[config.mk]
export PLATFORM = sky130hd
export DESIGN_NAME = uart_tx_scheduler
export DESIGN_NICKNAME = d
export VERILOG_FILES = /design/src/rtl/uart_tx_scheduler.sv
export SDC_FILE = /design/constraint.sdc
export NUM_CORES = 1
export LEC_CHECK = 0
export ABC_AREA = 0
export CORE_UTILIZATION = 43
export CTS_BUF_LIST = sky130_fd_sc_hd__clkbuf_16
export DETAILED_ROUTE_END_ITERATION = 10
export PLACE_DENSITY = 0.79
export REMOVE_ABC_BUFFERS = 1
export SYNTH_ARGS = -nofsm -noshare
export SYNTH_HDL_FRONTEND = slang
export SYNTH_SLANG_ARGS = --single-unit
[constraint.sdc]
create_clock -name clk -period 1.75 [get_ports clk]
set_input_delay 0.2625 -clock clk [delete_from_list [all_inputs] [get_ports clk]]
set_output_delay 0.2625 -clock clk [all_outputs]
set_load 0.03 [all_outputs]
[src/rtl/uart_tx_scheduler.sv]
// Round-robin scheduler sharing one UART Tx engine between two byte requesters.
// Sequences LOAD/TXRDY one byte at a time and supplies the bit-time divisor K.
module uart_tx_scheduler #(
  parameter logic [18:0] K_SEL0   = 19'd10416,
  parameter logic [18:0] K_SEL1   = 19'd5207,
  parameter logic [18:0] K_SEL2   = 19'd1735,
  parameter logic [18:0] K_SEL3   = 19'd867,
  parameter int          WAIT_MAX = 8
) (
  input  logic        clk,
  input  logic        rst_n,
  input  logic [1:0]  req,
  input  logic [7:0]  data0,
  input  logic [7:0]  data1,
  output logic [1:0]  ack,
  output logic        tx_load,
  output logic [7:0]  tx_data,
  input  logic        tx_rdy,
  input  logic [1:0]  baud_sel,
  output logic [18:0] k_out,
  output logic        busy,
  output logic        err,
  output logic [1:0]  fsm_state
);

  localparam logic [1:0] IDLE      = 2'd0;
  localparam logic [1:0] LOAD      = 2'd1;
  localparam logic [1:0] WAIT_BUSY = 2'd2;
  localparam logic [1:0] WAIT_DONE = 2'd3;
  localparam int CW = (WAIT_MAX > 2) ? $clog2(WAIT_MAX) : 1;

  // Handshake: a requester holds req[i] (and its data) until it sees ack[i]
  // for one cycle; ack always coincides with the tx_load pulse to the engine.
  logic [1:0]    state;
  logic          rr_ptr;
  logic          winner;
  logic          pick;
  logic [CW-1:0] wait_cnt;
  logic [18:0]   k_sel;

  // Both requesting: rr_ptr decides; otherwise the lone requester wins.
  assign pick = (req == 2'b11) ? rr_ptr : req[1];

  always_comb begin
    k_sel = K_SEL0;
    case (baud_sel)
      2'd0:    k_sel = K_SEL0;
      2'd1:    k_sel = K_SEL1;
      2'd2:    k_sel = K_SEL2;
      default: k_sel = K_SEL3;
    endcase
  end

  assign busy      = (state != IDLE);
  assign fsm_state = state;

  always_ff @(posedge clk or negedge rst_n) begin
    if (!rst_n) begin
      state    <= IDLE;
      ack      <= 2'b00;
      tx_load  <= 1'b0;
      tx_data  <= 8'h00;
      err      <= 1'b0;
      rr_ptr   <= 1'b0;
      winner   <= 1'b0;
      k_out    <= K_SEL0;
      wait_cnt <= '0;
    end else begin
      ack     <= 2'b00;
      tx_load <= 1'b0;
      case (state)
        IDLE: begin
          k_out <= k_sel;
          if (tx_rdy && (req != 2'b00)) begin
            winner  <= pick;
            tx_data <= pick ? data1 : data0;
            ack     <= pick ? 2'b10 : 2'b01;
            tx_load <= 1'b1;
            state   <= LOAD;
          end
        end
        LOAD: begin
          wait_cnt <= '0;
          state    <= WAIT_BUSY;
        end
        WAIT_BUSY: begin
          if (!tx_rdy) begin
            state <= WAIT_DONE;
          end else if (wait_cnt == CW'(WAIT_MAX - 1)) begin
            // Engine never went busy: flag it but keep the arbitration order.
            err   <= 1'b1;
            state <= IDLE;
          end else begin
            wait_cnt <= wait_cnt + 1'b1;
          end
        end
        WAIT_DONE: begin
          if (tx_rdy) begin
            rr_ptr <= ~winner;
            state  <= IDLE;
          end
        end
        default: state <= IDLE;
      endcase
    end
  end

endmodule

Word-level counts from Yosys, hierarchy flattened
Index checks and enable logic that the tools add are counted.
{ "word_totals": {"regBits": 38, "inputBits": 23, "word_cells": 50, "output_inout_bits": 34} }
{ "classes": {"n_bitwise": 1, "n_reduce_logical": 11, "n_addsub": 1, "n_eq_ne": 12, "n_mux": 16} }
{ "op_table": {"columns": ["op", "count"], "rows": [
  ["14-bit one-hot mux with 3 select lines", 1],
  ["2-bit 2-to-1 mux", 7],
  ["3-bit AND reduction", 3],
  ["2-bit == test (second input constant)", 4],
  ["8-bit 2-to-1 mux", 1],
  ["2-bit inequality test (second input constant)", 4],
  ["2-bit one-hot mux with 4 select lines", 1],
  ["3-bit 2-to-1 mux", 2],
  ["3-bit one-hot mux with 2 select lines", 1],
  ["2-bit nonzero test", 3],
  ["2-bit by 1-bit == test with 1-bit output (second input constant)", 2],
  ["2-bit zero test", 2],
  ["2-bit AND reduction", 2],
  ["3-bit by 1-bit adder with 3-bit output (second input constant)", 1],
  ["3-bit == test (second input constant)", 1],
  ["1-bit 2-to-1 mux", 3],
  ["3-bit inequality test (second input constant)", 1],
  ["1-bit logical AND", 1],
  ["1-bit inverter", 1]
]} }

Logic depth before layout (Yosys ltp)
{ "logic_depth": {"depth_word": 5, "mapped_depth": 6, "ltp_nobuf": 5} }

Worst setup path before layout
No wires, ideal clock.
{ "synth_path": {"path_type": "reg2out", "startpoint": "register state[1] (netlist: fsm_state[1])", "endpoint": "output busy", "t_required_ps": 1487, "path_buffers": 2, "setup_slack_ps": 279, "path_stages_with_launch": 5, "arrival_ps": 1209, "cell_sequence": "dfrtp_1 buf_2 nor2_8 inv_1 buf_2"} }
{ "synth_via": {"elab_chain_cells": 1} }
{ "synth_rtl": {"columns": ["item", "line_no", "text"], "rows": [
  ["start: declaration", "34", "logic [1:0] state;"],
  ["start signal: assignment", "59", "state <= IDLE;"],
  ["start signal: assignment", "79", "state <= LOAD;"],
  ["start signal: assignment", "84", "state <= WAIT_BUSY;"],
  ["2-bit nonzero test", "54", "assign busy = (state != IDLE);"],
  ["end: declaration", "21", "output logic busy,"]
]} }
Every way passes these cells.

Worst setup path in the final report
{ "layout_path": {"startpoint": "register k_out[5]", "endpoint": "output k_out[5]"} }
{ "layout_rtl": {"columns": ["item", "line_no", "text"], "rows": [
  ["start: declaration", "20", "output logic [18:0] k_out,"],
  ["start signal: assignment", "73", "k_out <= k_sel;"]
]} }
No word-level cell between the ends.

==> results_dict.tcl <==
set metrics [dict create \
    yosys.area.top_type "dfrtp_1" \
    fmax_mhz 579.5 \
    seq_area_frac_synth_pct 48.87 \
    ys_ff_latch 28 \
    grt_max_degree 29 \
    syn_to_final_growth_pct 42.11 \
    switchingPower_w 0.001520 \
    synth_warnings 0 \
    final_cell_mix "47 x clkdlybuf4s50_1, 24 x dfrtp_1, 20 x nand2_1" \
    worst-path-buf-inv 1 \
    setup_viol 0 \
    port_buffers 50 \
    final_layout_size_suffix_gt1_share_pct 11.79 \
    nets 226 \
    timing.final.crit_period_ns 1.726 \
    cts_tree "built" \
    clk_pin_slew_ns 0.07 \
    final_common_cell "clkdlybuf4s50_1" \
    syn_inst 143 \
    h-tree-depth 1 \
    io_pins 57 \
    grt_pass1_vias 1207 \
    utilization_pct 65.60 \
    cts_buffers 3 \
    reg2reg_depth 5 \
    p_comb_share_pct 53.4 \
    crit_required_ns 1.49 \
    slew_violations 0 \
    place_area_um2 1961 \
    antenna_found_initial 0 \
    critPathCaptureType "output pin" \
    die_x_um 59.95 \
    ant_nets 0 \
    outcome "completed" \
    p_seq_share_pct 32.2 \
    initial_utilization_pct 46.16 \
    rsz0062_at_grt "false" \
    wl_mm 3.060 \
    setup-tns-final_ns 0 \
    path_class "flop to output pin" \
    drc 0 \
    first_pass_iters 4 \
    hold_viol 0 \
    p_leak_nw 0.9300 \
    clock-skew-final_ns 0.004220 \
    hold_ws_ns 0.3749 \
    drt-initial-drc-count 57 \
    worstPathMaxFanout 2 \
    switching_share_pct 42.25 \
    p_int_w 0.002078 \
    drv_cap 0 \
    clockRootBuffer "clkbuf_16" \
    cts-hold-fix-buffers 0 \
    irDropWorstVdd_mv 0.8035 \
    vias_per_cell 5.088 \
    cpPeakStageDelay_ns 0.67 \
    reg2reg_to "wait_cnt[2]$_DFFE_PN0P_" \
    synth_top_area_share_pct 41.59 \
    yosys-top-cells-area "dfrtp_1 42%, dfstp_2 7.3%, ha_1 6.1%" \
    critPathArrivalTime_ns 1.46 \
    via_count 1216 \
    clockPowerShare_pct 14.3 \
    power_density_nw_per_um2 1753 \
    core_area_um2 3128 \
    syn-cell-area_um2 1444 \
    clkSinkCount 28 \
    rr_startpoint "wait_cnt[0]$_DFFE_PN0P_" \
    rows 20 \
    power_w 0.003598 \
    critical-path-top-delay-family "buffers and inverters" \
    antenna_cells 0 \
    slowest_stage "clkdlybuf4s50_1" \
    post_drt_wl_per_cell_um 12.80 \
    clock_latency_ns 0.26 \
    fin_crit_sh_pct 98.61 \
    grt_use_total_pct 18.78 \
    grt-ovfl-total 0 \
    rrSetupSlack_ns 0.28 \
    grt_pass1_wl_mm 4.995 \
    hold_path_class "input pin to async pin" \
    setup.worst_path.start_class "flop" \
    synth_cell_types 27 \
    crit_chain "clkdlybuf4s50_1" \
    dieHeight_um 59.95 \
    die_area_um2 3593 \
    postLayoutCellArea_um2 2052 \
    nFillCells 285 \
    max-clock-path-buffers 2 \
    synth_area_per_cell_um2 10.10 \
    place.gp.congestion 0.8000 \
    dp_hpwl_mm 2.320 \
]
[area by class of cell]
cell class	count	area, um^2	share of cell area [%]
clock buffer	3	75.07	3.659
clock inverter	1	3.754	0.1829
inverter	7	35.03	1.707
multi-input combinational	96	603.1	29.39
sequential	28	705.7	34.39
tap	44	55.05	2.683
timing repair buffer	60	574.3	27.99
[synth_stat cells (all sizes together)]
master	number
dfrtp	24
nand2	21
buf	16
o21ai	14
a21oi	11
a31oi	10
nand3b	8
ha	7
inv	7
dfstp	4
nor2	4
nor2b	4
o2bb2ai	3
o21a	2
a41o	1
clkbuf	1
conb	1
mux2	1
nand3	1
nor3	1
nor4bb	1
o31ai	1
[stage by stage]
step / setup slack, ns / std cells
after floorplan: 0.1863 / 131
after global placement: 0.1656 / 234
after detailed placement: 0.1419 / 234
after CTS: 0.005724 / 239
after global routing: 0.002999 / 239
final: 0.02425 / 239
[repair_timing]
item,CTS,global route
pin swaps,0,0
cloned,0,0
setup endpoints to repair,2,1
setup buffers,1,0
gates resized for setup,2,1
[flip-flops by register name (all words and copies together) (netlist names)]
signal     count
tx_data        8
tx_load        1
rr_ptr         1
k_out          9
ack            2
winner         1
wait_cnt       3
fsm_state      2
err            1
[power by group through the flow]
stage | registers [W] | logic, W | clock network [W]
2_1_floorplan | 0.00172 | 0.000525 | 0
3_3_place_gp | 0.00116 | 0.00187 | 0
3_5_place_dp | 0.00117 | 0.00192 | 0
4_1_cts | 0.00116 | 0.00193 | 0.000523
5_1_grt | 0.00119 | 0.00207 | 0.000543
6_report | 0.00116 | 0.00192 | 0.000516
[worst reg2reg max path: cells and delay by family (launching register included)]
kind,cells,cell delay [ns]
AOI/OAI and AO/OA,2,0.30
and+or+nand+nor,1,0.22
DFF,1,0.41
adders and majority gates,2,0.44
[worst max-delay path by stage]
| stage | from | end | slack, ns | depth (start not counted) |
|---|---|---|---|---|
| 5_1_grt | k_out[5]$_DFFE_PN1P_ | k_out[5] | 0.003 | 1 |
| 3_3_place_gp | tx_rdy | winner$_DFFE_PN0P_ | 0.17 | 5 |
| 3_5_place_dp | tx_rdy | winner$_DFFE_PN0P_ | 0.14 | 5 |
| 2_1_floorplan | fsm_state[1]$_DFFE_PN0P_ | k_out[4]$_DFFE_PN1P_ | 0.19 | 3 |
| 6_report | k_out[5]$_DFFE_PN1P_ | k_out[5] | 0.02 | 1 |
| 4_1_cts | k_out[11]$_DFFE_PN1P_ | k_out[13] | 0.006 | 1 |
[cells by family (layout without fill, tap and decap cells)]
group,after synthesis,in the layout,share of synthesized area [%]
multiplexers,1,1,1.040
AND/OR/NAND/NOR,40,40,16.03
buffers and inverters,24,71,10.66
AO/OA/AOI/OAI,42,42,17.07
adder cells (fa/ha/maj),7,7,6.066
other,1,6,0.2597
flip-flops,28,28,48.87
[metal layers]
metal	GRT usage [%]	wire length, um	vias to the layer above
met1	22.45	1376	580
met3	3.247	177	5
met2	31.90	1457	55
met5	0	0	-
li1	-	-	576
met4	10.30	49	0
(Power assumes the default switching activity.)
